`config.mk`:
```
export PLATFORM = sky130hd
export DESIGN_NAME = tug_scoreboard
export DESIGN_NICKNAME = d
export VERILOG_FILES = /design/src/rtl/tug_pkg.sv /design/src/rtl/tug_scoreboard_seg7_digit.sv /design/src/rtl/tug_scoreboard.sv
export SDC_FILE = /design/constraint.sdc
export NUM_CORES = 1
export LEC_CHECK = 0
export ABC_AREA = 1
export BUFFER_PORTS_ARGS = -buffer_cell sky130_fd_sc_hd__buf_4
export CAP_MARGIN = 20
export CORE_MARGIN = 4
export CORE_UTILIZATION = 54
export CTS_BUF_LIST = sky130_fd_sc_hd__clkbuf_8 sky130_fd_sc_hd__clkbuf_16
export DETAILED_ROUTE_END_ITERATION = 10
export PLACE_DENSITY = 0.9
export SLEW_MARGIN = 10
export SYNTH_ARGS = -nofsm -noshare
export SYNTH_HDL_FRONTEND = slang
export SYNTH_SLANG_ARGS = --single-unit
```
`constraint.sdc`:
```
create_clock -name clk -period 1.55 [get_ports clk]
set_input_delay 0.155 -clock clk [delete_from_list [all_inputs] [get_ports clk]]
set_output_delay 0.155 -clock clk [all_outputs]
set_load 0.005 [all_outputs]
```
`src/rtl/tug_pkg.sv`:
```
// Shared types and constants for the tug-of-war scoreboard.
package tug_pkg;

  typedef enum logic [1:0] {
    PLAY    = 2'd0,
    HOLD    = 2'd1,
    RESTART = 2'd2,
    OVER    = 2'd3
  } state_t;

  // Active-low segment codes, bit order gfedcba.
  localparam logic [6:0] SEG_DIGIT [0:9] = '{
    7'b1000000, 7'b1111001, 7'b0100100, 7'b0110000, 7'b0011001,
    7'b0010010, 7'b0000010, 7'b1111000, 7'b0000000, 7'b0010000
  };
  localparam logic [6:0] SEG_BLANK = 7'b1111111;

  localparam logic [1:0] WIN_NONE  = 2'b00;
  localparam logic [1:0] WIN_LEFT  = 2'b01;
  localparam logic [1:0] WIN_RIGHT = 2'b10;

endpackage

```
`src/rtl/tug_scoreboard_seg7_digit.sv`:
```
// 4-bit value to active-low 7-segment code; blank above 9.
module seg7_digit
  import tug_pkg::*;
(
  input  logic [3:0] value,
  output logic [6:0] seg
);

  // Table lookup, guarded so out-of-range values blank the display.
  always_comb begin
    seg = SEG_BLANK;
    if (value < 4'd10) seg = SEG_DIGIT[value];
  end

endmodule

```
`src/rtl/tug_scoreboard.sv`:
```
// Round scoreboard for the tug-of-war playfield: edge-detects win levels,
// keeps per-player scores, pulses a playfield restart and declares a winner.
module tug_scoreboard
  import tug_pkg::*;
#(
  parameter int WIN_SCORE   = 7,
  parameter int HOLD_CYCLES = 4
) (
  input  logic       clk,
  input  logic       reset,
  input  logic       clear,
  input  logic       left_win,
  input  logic       right_win,
  output logic       game_restart,
  output logic [6:0] hex_left,
  output logic [6:0] hex_right,
  output logic       match_over,
  output logic [1:0] match_winner
);

  localparam int SW = $clog2(WIN_SCORE + 1);
  localparam int HW = (HOLD_CYCLES > 1) ? $clog2(HOLD_CYCLES) : 1;

  state_t          state, state_n;
  logic [SW-1:0]   left_score, left_score_n;
  logic [SW-1:0]   right_score, right_score_n;
  logic [HW-1:0]   hold_cnt, hold_cnt_n;
  logic [1:0]      winner, winner_n;
  logic            left_q, right_q;
  logic            ev_left, ev_right, hit_left, hit_right;

  // Previous-cycle copies of the win levels for rising-edge detection.
  always_ff @(posedge clk or negedge reset) begin
    if (!reset) begin
      left_q  <= 1'b0;
      right_q <= 1'b0;
    end else begin
      left_q  <= left_win;
      right_q <= right_win;
    end
  end

  assign ev_left   = left_win  & ~left_q;
  assign ev_right  = right_win & ~right_q;
  // A tie (both rising together) is discarded entirely.
  assign hit_left  = ev_left  & ~ev_right;
  assign hit_right = ev_right & ~ev_left;

  // State, score, hold counter and winner registers.
  always_ff @(posedge clk or negedge reset) begin
    if (!reset) begin
      state       <= PLAY;
      left_score  <= '0;
      right_score <= '0;
      hold_cnt    <= '0;
      winner      <= WIN_NONE;
    end else begin
      state       <= state_n;
      left_score  <= left_score_n;
      right_score <= right_score_n;
      hold_cnt    <= hold_cnt_n;
      winner      <= winner_n;
    end
  end

  // Next-state logic; clear overrides every transition.
  always_comb begin
    state_n       = state;
    left_score_n  = left_score;
    right_score_n = right_score;
    hold_cnt_n    = hold_cnt;
    winner_n      = winner;
    if (clear) begin
      state_n       = RESTART;
      left_score_n  = '0;
      right_score_n = '0;
      winner_n      = WIN_NONE;
    end else begin
      unique case (state)
        PLAY: begin
          if (hit_left) begin
            left_score_n = left_score + SW'(1);
            if (left_score_n == SW'(WIN_SCORE)) begin
              state_n  = OVER;
              winner_n = WIN_LEFT;
            end else begin
              state_n    = HOLD;
              hold_cnt_n = HW'(HOLD_CYCLES - 1);
            end
          end else if (hit_right) begin
            right_score_n = right_score + SW'(1);
            if (right_score_n == SW'(WIN_SCORE)) begin
              state_n  = OVER;
              winner_n = WIN_RIGHT;
            end else begin
              state_n    = HOLD;
              hold_cnt_n = HW'(HOLD_CYCLES - 1);
            end
          end
        end
        HOLD: begin
          if (hold_cnt == '0) state_n = RESTART;
          else                hold_cnt_n = hold_cnt - HW'(1);
        end
        RESTART: state_n = PLAY;
        OVER:    state_n = OVER;
        default: state_n = PLAY;
      endcase
    end
  end

  assign game_restart = (state == RESTART);
  assign match_over   = (state == OVER);
  assign match_winner = winner;

  seg7_digit u_seg_left  (.value(4'(left_score)),  .seg(hex_left));
  seg7_digit u_seg_right (.value(4'(right_score)), .seg(hex_right));

endmodule
```
==> summary.txt, run 1 <==
Slew HR: 0.8116
Starting Density: 0.5726
Finished Cell Area: 1474 um^2
Clock buffer depth: 2
FF-to-FF setup slack: 0.08 ns
Syn avg cell area: 7.616 um^2
Synthesis warning total: 0
R2r worst-path depth: 11
WHS Endpoint: right_q
Vias: 1079
Actual slew at the worst max-slew pin: 0.2802 ns
DRT antenna net count: 0
Hold path cells: 1
Mapped cell area: 1135 um^2
RSZ-0062 raised after global routing: yes
Die X: 53.84 um
VDD IR max: 906.0 uV
DR DRC count: 0
Most frequent cells in the layout: buf_4 (30), nand2_1 (28), inv_1 (20)
# nets final: 207
Count of unique library cells instantiated by Yosys: 20
Seq/Total Area, Yosys: 0.3087
Routed length per instance: 12.91 um
Final Hold Fails: 0
Register bit total from synthesis: 14
Routability cong.: 0.8055
Max Clock Skew: 0.002630 ns
Max-Cap Viols: 0
Grt ovf: 0
Die area: 2899 um^2
CTS Root Cell: clkbuf_8
Hold_sp: right_win
Req. time, crit path: 1.39 ns
Setup TNS: 0 ns
Num rows: 16
Detailed Place HPWL: 1841 um
Worst-path maximum fanout: 6
Vias in the first global route: 1055
Worst r2r src: left_score[1]
Number of H-tree levels: 1
Via/cell ratio: 5.188
Routed WL: 2686 um
Largest net degree at the start of global routing: 15
Most common cell after layout, fill and taps aside: buf_4
IO Pins: 23
Die Span Y: 53.84 um
Crit path kind: register to output pin
Syn_nets: 173
Status: complete, no violations
Core Box Area: 1982 um^2
GRT Total Usage: 0.2031
Leak: 0.7805 nW
Synthesized instance count: 149
Power density over cell area: 1074 nW/um^2
First-pass GRT wire length: 4243 um
CP Capture Type: output pin
Max-slew violation count: 0
Layout cells sized above 1: 0.3094
CTS tree: done
Final setup fails: 0
Port Buffer Count: 22
Highest Clock Rate: 657.6 MHz
Initial antenna violation count: 0
Clock Latency Late Sink: 0.25 ns
CP startpoint kind: register
CTS Buf Count: 3
RR Endpoint: hold_cnt[0]
Initial DRT Pass Iterations: 4
Cell Area, Placed: 1323 um^2
Clock sinks: 14
Diodes inserted: 0
Worst Hold Class: primary input to register
Worst EP arrival: 1.37 ns
Crit path time final: 1.521 ns
Crit share post-route: 0.9811
First DRT Iteration DRCs: 26
CTS clock-pin slew for the worst setup and hold paths: 0.05 ns
Area grow syn2layout: 29.88%
area by class of cell:
type | count | area, um^2
repair buffers | 31 | 235.2
well taps | 27 | 33.78
inverters | 26 | 97.59
fillers | 138 | 508.0
flip-flops and latches | 14 | 350.3
clock buffers | 3 | 41.29
multi-input cells | 107 | 715.7
layer usage:
metal | global-route usage | wire length [um]
met3 | 0.03324 | 181
met5 | 0 | 0
met1 | 0.2197 | 1067
met2 | 0.3730 | 1380
met4 | 0.1064 | 57
synthesized netlist by cell type (all sizes together):
master   n  share of area
nand2   36           0.13
inv     26          0.086
ha      19           0.21
nor2    15          0.054
dfrtp   14           0.31
o21ai   14          0.062
nand3   13          0.066
a21oi    4          0.018
nand4    3          0.017
buf      2          0.017
a21boi   1          0.017
o22ai    1         0.0055
o31ai    1         0.0066
where the power goes:
part | leakage [nW] | switching, mW | total, mW | internal (mW)
clock | 0.0216 | 0.125 | 0.297 | 0.172
combinational | 0.577 | 0.417 | 0.787 | 0.371
sequential | 0.182 | 0.0636 | 0.499 | 0.435
sequential cells by signal (all words and copies together), names as in the netlist:
name and count:
left_q 1, match_winner 2, left_score 3, hold_cnt 2, right_score 3, state 2
right_q 1
cells by family after synthesis:
group | count (synthesis) | share of synthesized area
buffers and inverters | 28 | 0.1025
AOI/OAI and AO/OA | 21 | 0.1081
DFF | 14 | 0.3087
adders and majority gates | 19 | 0.2095
and+or+nand+nor | 67 | 0.2712
worst max-delay path by stage:
| stage | startpoint | cells past startpoint | to | slack, ns |
|---|---|---|---|---|
| 2_1_floorplan | state[0] | 8 | match_winner[1] | 0.24 |
| 3_3_place_gp | state[1] | 7 | match_winner[1] | 0.11 |
| 3_5_place_dp | state[0] | 7 | match_winner[0] | 0.06 |
| 4_1_cts | right_score[0] | 4 | hex_right[3] | 0.01 |
| 5_1_grt | right_q | 8 | state[0] | -0.05 |
| 6_report | left_score[0] | 4 | hex_left[3] | 0.03 |
timing repair:
action,4_1_cts,5_1_grt
setup endpoints to repair,2,17
buffers inserted,6,1
endpoints found under the hold margin,14,0
hold buffers,1,0
resized for setup,1,13
through the flow:
stage | utilization | instances | power (mW) | worst slack, ns | hold slack [ns]
final | 0.7437 | 208 | 1.583 | 0.02927 | 0.02490
after global routing | 0.7437 | 208 | 1.695 | -0.05114 | 0.02410
after CTS | 0.7159 | 207 | 1.502 | 0.01026 | 0.02245
after detailed placement | 0.6673 | 197 | 1.174 | 0.06268 | 0.01271
after global placement | 0.6673 | 197 | 1.132 | 0.1108 | 0.01274
after floorplan | - | 149 | 0.9396 | 0.2367 | -0.1406
worst max-delay path: stages, from the launching register on:
cell and delay, ns:
dfrtp_1 0.39, inv_2 0.12, ha_1 0.28, o21ai_0 0.20, buf_4 0.14
(Power assumes the default switching activity.)
==> run 2, diff against run 1 <==
Settings changed: SETUP_SLACK_MARGIN set to 0.4.
==> run 2 against run 1 <==
- the run now fails in global routing
- synthesized cell count did not move
- area after synthesis is the same
==> summary.txt, run 2 <==
Status: did not finish
Stop stage: global routing
Error: [ERROR DPL-0038] Utilization greater than 100%, impossible to legalize
Post-Synth Adder-Cell Area: 0.2095
Synthesized instance count: 149
# placed instances: 196
Starting Density: 0.5726
Die X: 53.84 um
GRT worst endpoint: hex_left[4]
Top-count cell post-synth: nand2_1
Syn_nets: 173
Port Buffer Count: 22
Kind of the worst endpoint: top-level output
Syn avg cell area: 7.616 um^2
Cell Area, Placed: 1343 um^2
Mux cell area share after synthesis: 0
IO Pins: 23
Top cells by count, synth: nand2_1 (31), inv_1 (24), ha_1 (19), dfrtp_1 (14)
Synth Area in Compound Gates: 0.1080
Number of synthesized flops with an enable pin: 0
CTS Buf Count: 3
Largest family of logic cells by synthesized area: simple AND/OR/NAND/NOR gates
Die Span Y: 53.84 um
Register bit total from synthesis: 14
Synth Flop Type: dfrtp_1
Routability cong.: 0.7953
Clock buffer depth: 2
CTS Root Cell: clkbuf_8
Number of H-tree levels: 1
Synth area leader: dfrtp_1
Clock sinks: 14
Mapped cell area: 1135 um^2
Count of unique library cells instantiated by Yosys: 20
Simple-gate share of the synthesized area: 0.2712
Num rows: 16
Ys async rst share: 1.000
Seq/Total Area, Yosys: 0.3087
Post-synthesis xor/xnor area fraction: 0
Synth area leaders: dfrtp_1 (31%), ha_1 (21%), nand2_1 (10%), inv_1 (7.9%), o21ai_0 (5.7%)
Detailed Place HPWL: 1990 um
Synthesis warning total: 0
Synth top area share: 0.3087
Largest net degree at the start of global routing: 15
## run 2: cell counts after synthesis
No cell type changed its count.
## run 2: cells by family after synthesis
family	count (synthesis)
AO/OA/AOI/OAI	21
adder cells (fa/ha/maj)	19
buffers and inverters	28
flip-flops	14
AND/OR/NAND/NOR	67
## run 2: timing repair
action                     CTS
setup buffers               14
setup endpoints to repair   28
pin swaps                   18
hold endpoints to repair    14
hold buffers                 1
resized for setup           59
## run 2: through the flow
stage / setup slack, ns / utilization
2_1_floorplan: 0.2883 / -
3_3_place_gp: 0.1700 / 0.6774
3_5_place_dp: 0.08730 / 0.6774
4_1_cts: 0.1309 / 0.8624
==> run 3, diff against run 2 <==
Settings changed: CORE_AREA set to 4 4 65 67, CORE_MARGIN 4 to not set, CORE_UTILIZATION 54 to not set, CTS_BUF_LIST sky130_fd_sc_hd__clkbuf_8 sky130_fd_sc_hd__clkbuf_16 to not set, DIE_AREA set to 0 0 69 71, PLACE_DENSITY 0.9 to not set, PLACE_DENSITY_LB_ADDON set to 0.15, SETUP_SLACK_MARGIN 0.4 to not set.
==> run 3 against run 2 <==
- the run now ends clean
==> summary.txt, run 3 (synthesis gave the netlist of run 1 again) <==
Die X: 69 um
Crit path launch: right_score[1]
Routed length per instance: 10.62 um
Actual slew at the worst max-slew pin: 0.2406 ns
CTS clock-pin slew for the worst setup and hold paths: 0.06 ns
Final setup fails: 0
Via/cell ratio: 4.478
Max Clock Skew: 0.0009246 ns
CTS tree: done
Routability cong.: 0.7792
Biggest regs: left_score x3, right_score x3
Starting Density: 0.3123
CTS Buf Count: 3
Vias: 1021
Routed WL: 2422 um
R2r worst-path depth: 8
Critical path buffers and inverters: 2
CTS Root Cell: clkbuf_8
Max-slew violation count: 0
CP Capture Type: output pin
Port Buffer Count: 22
Power density over cell area: 1054 nW/um^2
Clock sinks: 14
Slew HR: 0.8396
Fill cell count: 387
Leak: 0.7720 nW
Crit share post-route: 0.9363
Die Span Y: 71 um
Most used cell, CP: buf_4
Highest Clock Rate: 689.0 MHz
Non-Filler Instances: 228
Setup TNS: 0 ns
WP depth: 4
Total Power: 1.582 mW
Slowest CP cell: dfrtp_1
Diodes inserted: 0
Crit path kind: register to output pin
IO Pins: 23
Cell Chain, Critical Path: buf_4 -> ha_1 -> o21ai_0 -> buf_4
GRT Total Usage: 0.1065
VDD IR max: 554.9 uV
Number of H-tree levels: 1
CP max stage delay: 0.42 ns
Worst r2r src: left_q
CP startpoint kind: register
Worst EP arrival: 1.30 ns
Initial DRT Pass Iterations: 4
Worst Hold Class: primary input to register
# nets final: 205
CP top delay family: flip-flops
Crit path time final: 1.451 ns
Detailed Place HPWL: 1937 um
Num rows: 22
Die area: 4899 um^2
Worst-path maximum fanout: 4
Most frequent cells in the layout: nand2_1 (28), buf_4 (28), inv_1 (20)
Grt ovf: 0
CP Capture Point: hex_right[4]
Layout cells sized above 1: 0.3222
Clock Latency Late Sink: 0.24 ns
Largest net degree at the start of global routing: 15
First-pass GRT wire length: 4367 um
FF-to-FF setup slack: 0.15 ns
Initial antenna violation count: 0
Max-Cap Viols: 0
DRT antenna net count: 0
Clock buffer depth: 2
Final Hold Fails: 0
First DRT Iteration DRCs: 37
RR Endpoint: hold_cnt[1]
Status: complete, no violations
Area grow syn2layout: 32.30%
Core Box Area: 3633 um^2
DR DRC count: 0
Req. time, crit path: 1.39 ns
# placed instances: 218
RSZ-0062 raised after global routing: no
Vias in the first global route: 1011
[run 3: area by class of cell]
cell class	count	area (um^2)	area share
flip-flops and latches	14	352.8	0.2350
clock buffers	4	55.05	0.03667
well taps	48	60.06	0.04000
inverters	26	100.1	0.06667
repair buffers	29	220.2	0.1467
multi-input cells	107	713.2	0.4750
[run 3: worst register-to-register path: stages, from the launching register on]
cell and delay [ns]:
dfrtp_1 0.36, nor2_1 0.15, inv_1 0.06, ha_1 0.29, nand2_1 0.07, a21boi_4 0.19, nand2_2 0.08, nand2_1 0.05
nand2_1 0.05
[run 3: worst min path at each step]
stage,start,to,slack (ns),depth (start not counted)
finish,left_win,left_q,0.03,1
detailed placement,reset,right_q,0.02,1
CTS,left_win,left_q,0.02,1
floorplan,reset,hold_cnt[0],-0.14,0
global route,left_win,left_q,0.02,1
global placement,reset,right_q,0.02,1
[run 3: through the flow]
step | area [um^2] | hold slack, ns | worst slack (ns) | util
2_1_floorplan | 1135 | -0.1406 | 0.2367 | -
3_3_place_gp | 1349 | 0.01550 | 0.04339 | 0.3712
3_5_place_dp | 1349 | 0.01805 | 0.03121 | 0.3712
4_1_cts | 1456 | 0.01915 | 0.002690 | 0.4008
5_1_grt | 1501 | 0.01728 | 0.001908 | 0.4132
6_report | 1501 | 0.02525 | 0.09868 | 0.4132
[run 3: timing repair]
item / 4_1_cts / 5_1_grt
setup buffers: 4 / 1
pin swaps: 0 / 1
setup endpoints to repair: 2 / 19
hold buffers: 1 / 0
gates resized for setup: 3 / 14
hold endpoints to repair: 14 / 0
[run 3: power breakdown]
| part | internal [mW] | switching, mW | total, mW |
|---|---|---|---|
| clock network | 0.225 | 0.126 | 0.351 |
| logic | 0.350 | 0.382 | 0.732 |
| registers | 0.436 | 0.0626 | 0.499 |
[run 3: layer usage]
metal,track usage,part of all wire,vias to the layer above
li1,-,-,533
met5,0,0,-
met1,0.1264,0.46,467
met4,0.04555,0.014,0
met2,0.1864,0.48,17
met3,0.02131,0.047,4
==> run 4, diff against run 3 <==
Settings changed: PLACE_DENSITY_LB_ADDON 0.15 to 0.3.
==> run 4 against run 3 <==
- first-iteration DRC count fell by 35%
- sequential power fell by 2%
- die area did not move
- clock power rose by 2%
- count of clock-buffer cells in the layout did not move
- power fell by 0.32%
- register-to-register slack got worse by 0.03 ns
- critical endpoint is now hex_right[5]
- non-clock buffer count fell by 2
- core utilization fell by 0.45 points
- final area fell by 1.1%
- via count fell by 2.9%
- worst setup slack got worse by 0.024 ns
==> summary.txt, run 4 (synthesis gave the netlist of run 1 again) <==
Clock power frac: 0.227
Hold_sp: left_win
Comb power frac: 0.464
Core Box Area: 3633 um^2
CP max stage delay: 0.42 ns
Routability cong.: 0.7995
FF-to-FF setup slack: 0.12 ns
Num rows: 22
Status: complete, no violations
Diodes inserted: 0
Max-slew violation count: 0
Max Clock Skew: 0.001993 ns
Cell Chain, Critical Path: ha_1 -> nand2_1 -> o21ai_0 -> buf_4
Switch Pwr: 0.5660 mW
Grt ovf: 0
Largest net degree at the start of global routing: 15
First-pass GRT wire length: 3926 um
VDD IR max: 620.4 uV
Die area: 4899 um^2
Total Power: 1.577 mW
IO Pins: 23
Setup TNS: 0 ns
Die X: 69 um
# placed instances: 220
Initial antenna violation count: 0
Layout cells sized above 1: 0.3034
Routed WL: 2248 um
GRT Total Usage: 0.09617
Slowest CP cell: dfrtp_1
Sw frac: 0.3589
Worst r2r src: left_q
Most common cell after layout, fill and taps aside: nand2_1
Worst EP arrival: 1.32 ns
CTS Root Cell: clkbuf_8
Non-Filler Instances: 226
Req. time, crit path: 1.39 ns
DR DRC count: 0
Starting Density: 0.3123
CP startpoint kind: register
RR Endpoint: state[1]
Area grow syn2layout: 30.87%
Crit path kind: register to output pin
Biggest regs: left_score x3, right_score x3
WHS Endpoint: left_q
Most frequent cells in the layout: nand2_1 (29), buf_4 (26), inv_1 (20)
Routed length per instance: 9.947 um
Leak: 0.7620 nW
Clock buffer depth: 2
Worst-path maximum fanout: 5
Power density over cell area: 1062 nW/um^2
Clock Latency Late Sink: 0.25 ns
Sequential share of power: 0.309
Via/cell ratio: 4.385
CTS Buf Count: 3
CTS clock-pin slew for the worst setup and hold paths: 0.06 ns
Highest Clock Rate: 677.7 MHz
Die Span Y: 71 um
Number of H-tree levels: 1
Max-Cap Viols: 0
Final setup fails: 0
Worst Hold Class: primary input to register
DRT antenna net count: 0
Crit path time final: 1.476 ns
Fill cell count: 398
Internal power: 1.011 mW
CTS tree: done
Clock sinks: 14
CP Capture Type: output pin
Port Buffer Count: 22
Slew HR: 0.8546
R2r worst-path depth: 7
Crit share post-route: 0.9520
Vias in the first global route: 961
# nets final: 203
Actual slew at the worst max-slew pin: 0.2181 ns
RSZ-0062 raised after global routing: yes
First DRT Iteration DRCs: 24
Initial DRT Pass Iterations: 4
Vias: 991
Hold path cells: 1
Detailed Place HPWL: 1792 um
Final Hold Fails: 0
==> run 4: changes by cell type in the layout (fill, tap and decap cells not counted), sizes merged <==
cell  delta
buf      -2
==> run 4: per-layer routing <==
layer,GRT usage,wire length [um]
met1,0.1128,1105
met2,0.1663,1026
met3,0.02841,96
met4,0.03471,19
met5,0,0
==> run 4: final cells by class <==
type / count / area, um^2 / share of cell area
Multi-Input combinational cell: 107 / 715.7 / 0.4819
Sequential cell: 14 / 351.6 / 0.2367
Timing Repair Buffer: 27 / 205.2 / 0.1382
Inverter: 26 / 97.59 / 0.06571
Tap cell: 48 / 60.06 / 0.04044
Clock buffer: 4 / 55.05 / 0.03707
==> run 4: timing repair <==
action	4_1_cts	5_1_grt
pin swaps	0	1
gates resized for setup	3	11
buffers inserted	0	1
hold buffers	1	0
hold endpoints to repair	14	0
setup endpoints to repair	2	18
==> run 4: metrics by stage <==
stage / util / area (um^2) / hold WS (ns) / worst slack (ns)
after floorplan: - / 1135 / -0.1406 / 0.2367
after CTS: 0.3967 / 1441 / 0.01233 / 0.004556
after detailed placement: 0.3753 / 1364 / 0.01737 / 0.03421
after global routing: 0.4087 / 1485 / 0.01490 / -0.01474
after global placement: 0.3753 / 1364 / 0.01694 / 0.03539
final: 0.4087 / 1485 / 0.02198 / 0.07433
==> run 4: critical path: cells and delay by family (launching register included) <==
family,cells,cell delay [ns]
AOI/OAI and AO/OA,1,0.12
DFF,1,0.42
adders and majority gates,1,0.22
buffers and inverters,1,0.15
and+or+nand+nor,1,0.16
==> run 4: how the worst max path moves through the flow <==
stage | endpoint | start
detailed placement | state[1] | left_q
floorplan | match_winner[1] | state[0]
CTS | hex_left[3] | left_score[0]
finish | hex_right[5] | right_score[0]
global route | state[1] | right_q
global placement | state[1] | left_q
==> run 4: power by group through the flow <==
stage,registers (mW),clock network [mW],logic [mW]
6_report,0.487,0.358,0.732
3_5_place_dp,0.492,0,0.694
3_3_place_gp,0.490,0,0.695
2_1_floorplan,0.488,0,0.452
5_1_grt,0.499,0.386,0.843
4_1_cts,0.487,0.374,0.708
